===== config.mk =====
export PLATFORM = sky130hd
export DESIGN_NAME = adder_share_arbiter_flat
export DESIGN_NICKNAME = d
export VERILOG_FILES = /design/src/rtl/adder_share_arbiter_if.sv /design/src/rtl/adder_share_arbiter.sv /design/src/flat_wrapper.sv
export SDC_FILE = /design/constraint.sdc
export NUM_CORES = 1
export LEC_CHECK = 0
export ABC_AREA = 1
export CAP_MARGIN = 20
export CELL_PAD_IN_SITES_DETAIL_PLACEMENT = 2
export CELL_PAD_IN_SITES_GLOBAL_PLACEMENT = 2
export CORE_MARGIN = 2
export CORE_UTILIZATION = 20
export CTS_CLUSTER_SIZE = 10
export DETAILED_ROUTE_END_ITERATION = 7
export PLACE_DENSITY = 0.9
export SETUP_SLACK_MARGIN = 0.15
export SYNTH_ARGS = -nofsm -noshare
export SYNTH_HDL_FRONTEND = slang
export SYNTH_SLANG_ARGS = --single-unit

===== constraint.sdc =====
create_clock -name clk -period 1.88 [get_ports clk]
set_input_delay 0.282 -clock clk [delete_from_list [all_inputs] [get_ports clk]]
set_output_delay 0.282 -clock clk [all_outputs]
set_load 0.05 [all_outputs]

===== src/rtl/adder_share_arbiter_if.sv =====
// adder_share_arbiter_if: requester, shared-adder and response signals of the adder arbiter.
interface adder_share_arbiter_if #(
   parameter int NREQ = 4,
   parameter int W    = 12,
   parameter int IDW  = 2
);
   logic [NREQ-1:0]   req_valid;
   logic [NREQ-1:0]   req_ready;
   logic [NREQ*W-1:0] req_a;
   logic [NREQ*W-1:0] req_b;
   logic [2*W-1:0]    add_in;
   logic [W:0]        add_out;
   logic              rsp_valid;
   logic [IDW-1:0]    rsp_id;
   logic [W:0]        rsp_sum;
   logic              rsp_ready;
   logic              busy;
   modport master (
      output req_valid, req_a, req_b, add_out, rsp_ready,
      input  req_ready, add_in, rsp_valid, rsp_id, rsp_sum, busy
   );
   modport slave (
      input  req_valid, req_a, req_b, add_out, rsp_ready,
      output req_ready, add_in, rsp_valid, rsp_id, rsp_sum, busy
   );
endinterface


===== src/rtl/adder_share_arbiter.sv =====
// adder_share_arbiter: round-robin sharing of one external combinational adder among NREQ requesters.
module adder_share_arbiter #(
   parameter int NREQ = 4,
   parameter int W    = 12,
   parameter int IDW  = 2
) (
   input logic clk,
   input logic rst_n,
   adder_share_arbiter_if.slave bus
);
   localparam logic [1:0] IDLE = 2'd0;
   localparam logic [1:0] EXEC = 2'd1;
   localparam logic [1:0] RESP = 2'd2;

   logic [1:0]     state;
   logic [IDW-1:0] rr_ptr;
   logic [IDW-1:0] sel_id;
   logic [W-1:0]   op_a;
   logic [W-1:0]   op_b;
   logic           rsp_valid;
   logic [IDW-1:0] rsp_id;
   logic [W:0]     rsp_sum;
   logic [IDW-1:0] win;
   logic           found;
   int             j;

   // Scan downward so the lowest offset from rr_ptr is the last (winning) assignment.
   always_comb begin
      win   = '0;
      found = 1'b0;
      j     = 0;
      for (int k = NREQ - 1; k >= 0; k--) begin
         j = int'(rr_ptr) + k;
         if (j >= NREQ) j = j - NREQ;
         if (bus.req_valid[j]) begin
            win   = IDW'(j);
            found = 1'b1;
         end
      end
   end

   assign bus.req_ready = (state == IDLE && rst_n && found) ? (NREQ'(1) << win) : '0;
   assign bus.busy      = state != IDLE;
   assign bus.rsp_valid = rsp_valid;
   assign bus.rsp_id    = rsp_id;
   assign bus.rsp_sum   = rsp_sum;

   for (genvar k = 0; k < W; k++) begin : g_ilv
      assign bus.add_in[2*k]   = op_a[k];
      assign bus.add_in[2*k+1] = op_b[k];
   end

   always_ff @(posedge clk or negedge rst_n) begin
      if (!rst_n) begin
         state     <= IDLE;
         rr_ptr    <= '0;
         sel_id    <= '0;
         op_a      <= '0;
         op_b      <= '0;
         rsp_valid <= 1'b0;
         rsp_id    <= '0;
         rsp_sum   <= '0;
      end else if (state == IDLE) begin
         if (found) begin
            op_a   <= bus.req_a[int'(win)*W +: W];
            op_b   <= bus.req_b[int'(win)*W +: W];
            sel_id <= win;
            state  <= EXEC;
         end
      end else if (state == EXEC) begin
         rsp_sum   <= bus.add_out;
         rsp_id    <= sel_id;
         rsp_valid <= 1'b1;
         state     <= RESP;
      end else if (state == RESP) begin
         if (bus.rsp_ready) begin
            rsp_valid <= 1'b0;
            rr_ptr    <= (sel_id == IDW'(NREQ - 1)) ? '0 : sel_id + 1'b1;
            state     <= IDLE;
         end
      end else begin
         state <= IDLE;
      end
   end
endmodule


===== src/flat_wrapper.sv =====
// flat-port wrapper written by rule: the top's interface ports become plain ports
module adder_share_arbiter_flat 
#(
   parameter int NREQ = 4,
   parameter int W    = 12,
   parameter int IDW  = 2
)
  (clk, rst_n, bus_req_valid, bus_req_a, bus_req_b, bus_add_out, bus_rsp_ready, bus_req_ready, bus_add_in, bus_rsp_valid, bus_rsp_id, bus_rsp_sum, bus_busy);
  adder_share_arbiter_if #(.NREQ(NREQ), .W(W), .IDW(IDW)) bus_i ();
  input logic clk;
  input logic rst_n;
  input wire logic [$bits(bus_i.req_valid)-1:0] bus_req_valid;
  input wire logic [$bits(bus_i.req_a)-1:0] bus_req_a;
  input wire logic [$bits(bus_i.req_b)-1:0] bus_req_b;
  input wire logic [$bits(bus_i.add_out)-1:0] bus_add_out;
  input wire logic [$bits(bus_i.rsp_ready)-1:0] bus_rsp_ready;
  output wire logic [$bits(bus_i.req_ready)-1:0] bus_req_ready;
  output wire logic [$bits(bus_i.add_in)-1:0] bus_add_in;
  output wire logic [$bits(bus_i.rsp_valid)-1:0] bus_rsp_valid;
  output wire logic [$bits(bus_i.rsp_id)-1:0] bus_rsp_id;
  output wire logic [$bits(bus_i.rsp_sum)-1:0] bus_rsp_sum;
  output wire logic [$bits(bus_i.busy)-1:0] bus_busy;
  assign bus_i.req_valid = bus_req_valid;
  assign bus_i.req_a = bus_req_a;
  assign bus_i.req_b = bus_req_b;
  assign bus_i.add_out = bus_add_out;
  assign bus_i.rsp_ready = bus_rsp_ready;
  assign bus_req_ready = bus_i.req_ready;
  assign bus_add_in = bus_i.add_in;
  assign bus_rsp_valid = bus_i.rsp_valid;
  assign bus_rsp_id = bus_i.rsp_id;
  assign bus_rsp_sum = bus_i.rsp_sum;
  assign bus_busy = bus_i.busy;
  adder_share_arbiter #(.NREQ(NREQ), .W(W), .IDW(IDW)) u_core (.clk(clk), .rst_n(rst_n), .bus(bus_i));
endmodule

==> impl_metrics.py <==
metrics = {
    "run_status": {
        "outcome": "complete, but fails checks",
        "violations": "setup timing",
    },
    "power": {
        "power_frac_comb": 0.792,
        "p_seq_frac": 0.138,
        "vdd_drop_max_v": 0.000774,
        "switching_share": 0.554,
        "p_per_area_nw_per_um2": 2320,
        "power_switching_uw": 7360,
        "p_total_uw": 13300,
        "p_leak_uw": 0.00291,
        "clkPwrFrac": 0.070,
        "internal_power_uw": 5910,
    },
    "cells_and_area": {
        "stdcell_area_um2": 5710,
        "syn_to_final_growth_pct": 80.8,
        "nFillCells": 1807,
        "finalNonFillerCells": 883,
        "drive_above_1_share": 0.165,
        "n_antenna_cell": 0,
        "fin_nets": 791,
    },
    "detailed_routing": {
        "wl_um": 15500,
        "route.met2.wl_um": 8210,
        "wl_per_cell_um": 17.6,
        "ant_nets": 0,
        "drt-met1-wl_um": 6220,
        "routed.top_layer": "met4",
        "num_vias": 3978,
        "drt-initial-drc-count": 95,
        "vias_per_cell": 4.51,
        "drtPass1Iterations": 4,
        "routed-wl-met3_um": 836,
        "route.detailed.drc": 0,
    },
    "timing": {
        "worstMarginPinSlew_ns": 0.629,
        "finalCritPeriodShare": 1.23,
        "report.final.hold_viol_count": 0,
        "max_freq_mhz": 433,
        "min_period_ns": 2.31,
        "maxSlewViolCount": 0,
        "rsz0062_at_grt": "true",
        "max_slew_margin": 0.581,
        "fin_ws_ns": -0.430,
        "fin_skew_ns": 0.00741,
        "setup_viol": 31,
    },
    "clock_tree": {
        "clock_sinks": 46,
        "cts_tree": "built",
        "clock_latency_ns": 0.30,
        "cts-htree-levels": 2,
        "clock_path_buffers": 2,
        "clkTransAtPathRegs_ns": 0.07,
        "cts_buffers": 5,
        "clockRootBuffer": "clkbuf_16",
    },
    "placed_design": {
        "routabilityCongestion": 0.813,
        "placed_cell_area_um2": 5180,
        "dp_hpwl_um": 11200,
        "port-buffer-count": 160,
        "dpl.cell_count": 860,
        "dp_slack_ns": -0.497,
    },
    "worst_setup_path": {
        "timing_worst_setup_path_type": "reg2out",
        "cp.required_ns": 1.60,
        "arrival_ns": 2.03,
        "crit_slowest_cell": "dfrtp_2",
        "crit_fanout": 6,
        "start_kind": "register",
        "cpPeakStageDelay_ns": 0.46,
        "r2r_slack_ns": -0.38,
        "crit_chain": "buf_12 > nand2_2 > nand2_4 > nand2_4 > nand2_8 > nor2_4 > nor2_1 > nand2_2 > nand2_8 > nor3_4 > buf_12",
        "worstSetupEndpointType": "primary output",
    },
    "logic_synthesis": {
        "synth_top_cell_area_share": 0.364,
        "syn_area_per_cell_um2": 6.41,
        "synth_top_area_cell": "dfrtp_1",
        "yosys-top-cells-count": "nand2_1, nand3_1, dfrtp_1",
        "synth_async_sr_flop_share": 1.00,
        "synth_edf_count": 0,
        "yosysSeqAreaShare": 0.364,
        "synth-main-ff-cell": "dfrtp_1",
        "synth_most_common_cell": "nand2_1",
        "syn_inst": 493,
        "synth_area_leaders": "dfrtp_1, nand2_1, nand3_1, nand3b_1, inv_1",
        "synth-seq-cells": 46,
        "syn_nets": 613,
        "yosys_warnings": 0,
        "synth_cell_types": 23,
        "syn_area_um2": 3160,
    },
    "floorplanning": {
        "core_um2": 15300,
        "die_area_um2": 16800,
        "die_y_um": 130,
        "placementRows": 45,
        "chipWidth_um": 130,
        "start_util": 0.206,
        "io_pins": 161,
    },
    "grt": {
        "antenna_found_initial": 0,
        "gr-usage-all-layers": 0.188,
        "grt_max_degree": 49,
        "grt_pass1_wl_um": 24500,
        "grt_pass1_vias": 4583,
        "overflow": 0,
    },
    "flow_run": {
        "drv_cap": 0,
    },
    "min_path": {
        "holdCritPathClass": "in2async",
    },
}
[path summary, 6_finish.rpt]
path,startpoint,to,cells past startpoint
max in group asynchronous,rst_n,u_core.rr_ptr[0],2
worst min-delay path,rst_n,u_core.bus.rsp_sum[1],2
min in group clk,u_core.op_a[4],u_core.op_a[4],2
worst max-delay path,u_core.rr_ptr[0],bus_req_ready[0],11
worst max register to register,u_core.rr_ptr[0],u_core.op_a[10],17
worst min register to register,u_core.op_a[4],u_core.op_a[4],2
[cells by family (layout without fill, tap and decap cells)]
group	Yosys count	count (layout)	synth area share
and+or+nand+nor	365	365	0.492
buffers and inverters	67	246	0.103
DFF	46	46	0.364
AOI/OAI and AO/OA	11	11	0.0242
adders and majority gates	4	4	0.0158
[state kept, by name, indices dropped and copies added (netlist names)]
signal and count:
u_core.bus.rsp_valid 1, u_core.rr_ptr 2, u_core.op_a 12, u_core.bus.rsp_id 2, u_core.bus.rsp_sum 13, u_core.sel_id 2, u_core.op_b 12, u_core.state 2
[worst max-delay path: cells and delay by family (launching register included)]
kind | cells | cell delay, ns
buf+inv | 2 | 0.32
flops | 1 | 0.46
simple gates | 9 | 0.93
[layout by cell type, fill, tap and decap left out, types with 3 or more instances in the layout]
| cell | instances |
|---|---|
| nor2_4 | 4 |
| inv_1 | 33 |
| clkbuf_16 | 7 |
| inv_2 | 4 |
| dfrtp_1 | 45 |
| ha_1 | 3 |
| nand3_1 | 50 |
| clkdlybuf4s50_1 | 114 |
| dlygate4sd2_1 | 36 |
| buf_4 | 29 |
| nand2_2 | 18 |
| nand3_2 | 3 |
| o21ai_0 | 6 |
| nand2_1 | 245 |
| nand2_4 | 10 |
| nand2_8 | 3 |
| nand3b_1 | 24 |
| buf_12 | 11 |
[stage by stage]
step / utilization / setup TNS, ns / hold WS, ns
6_report: 0.373 / -7.86 / 0.199
5_1_grt: 0.373 / -12.12 / 0.250
4_1_cts: 0.361 / -7.42 / 0.215
3_5_place_dp: 0.338 / -13.54 / 0.468
3_3_place_gp: 0.338 / -8.64 / 0.453
2_1_floorplan: - / -0.430 / -0.0136
[routing by layer]
metal / vias up / global-route usage
met5: - / 0
met4: 0 / 0.0474
met3: 21 / 0.0451
met2: 119 / 0.352
met1: 1968 / 0.214
li1: 1870 / -
[power groups by stage]
stage,clock [µW],sequential [µW],combinational [µW]
2_1_floorplan,0,3220,4660
3_3_place_gp,0,1820,8790
3_5_place_dp,0,1860,9220
4_1_cts,971,1840,9970
5_1_grt,1020,1900,11600
6_report,930,1830,10500
[layout make-up]
class	count	area (µm²)	area share
Inverter	40	160	0.0280
Tap cell	211	264	0.0462
Multi-Input combinational cell	380	1930	0.338
Timing Repair Buffer	198	2060	0.360
Clock buffer	5	125	0.0219
Clock inverter	3	23.8	0.00416
Sequential cell	46	1150	0.202
[repair_timing]
action	in CTS	in global routing
gates cloned	2	2
pin swaps	8	12
setup endpoints to repair	68	35
hold buffers	0	0
buffers inserted	7	4
gates resized for setup	70	26
Power figures use the tool's default switching activity.
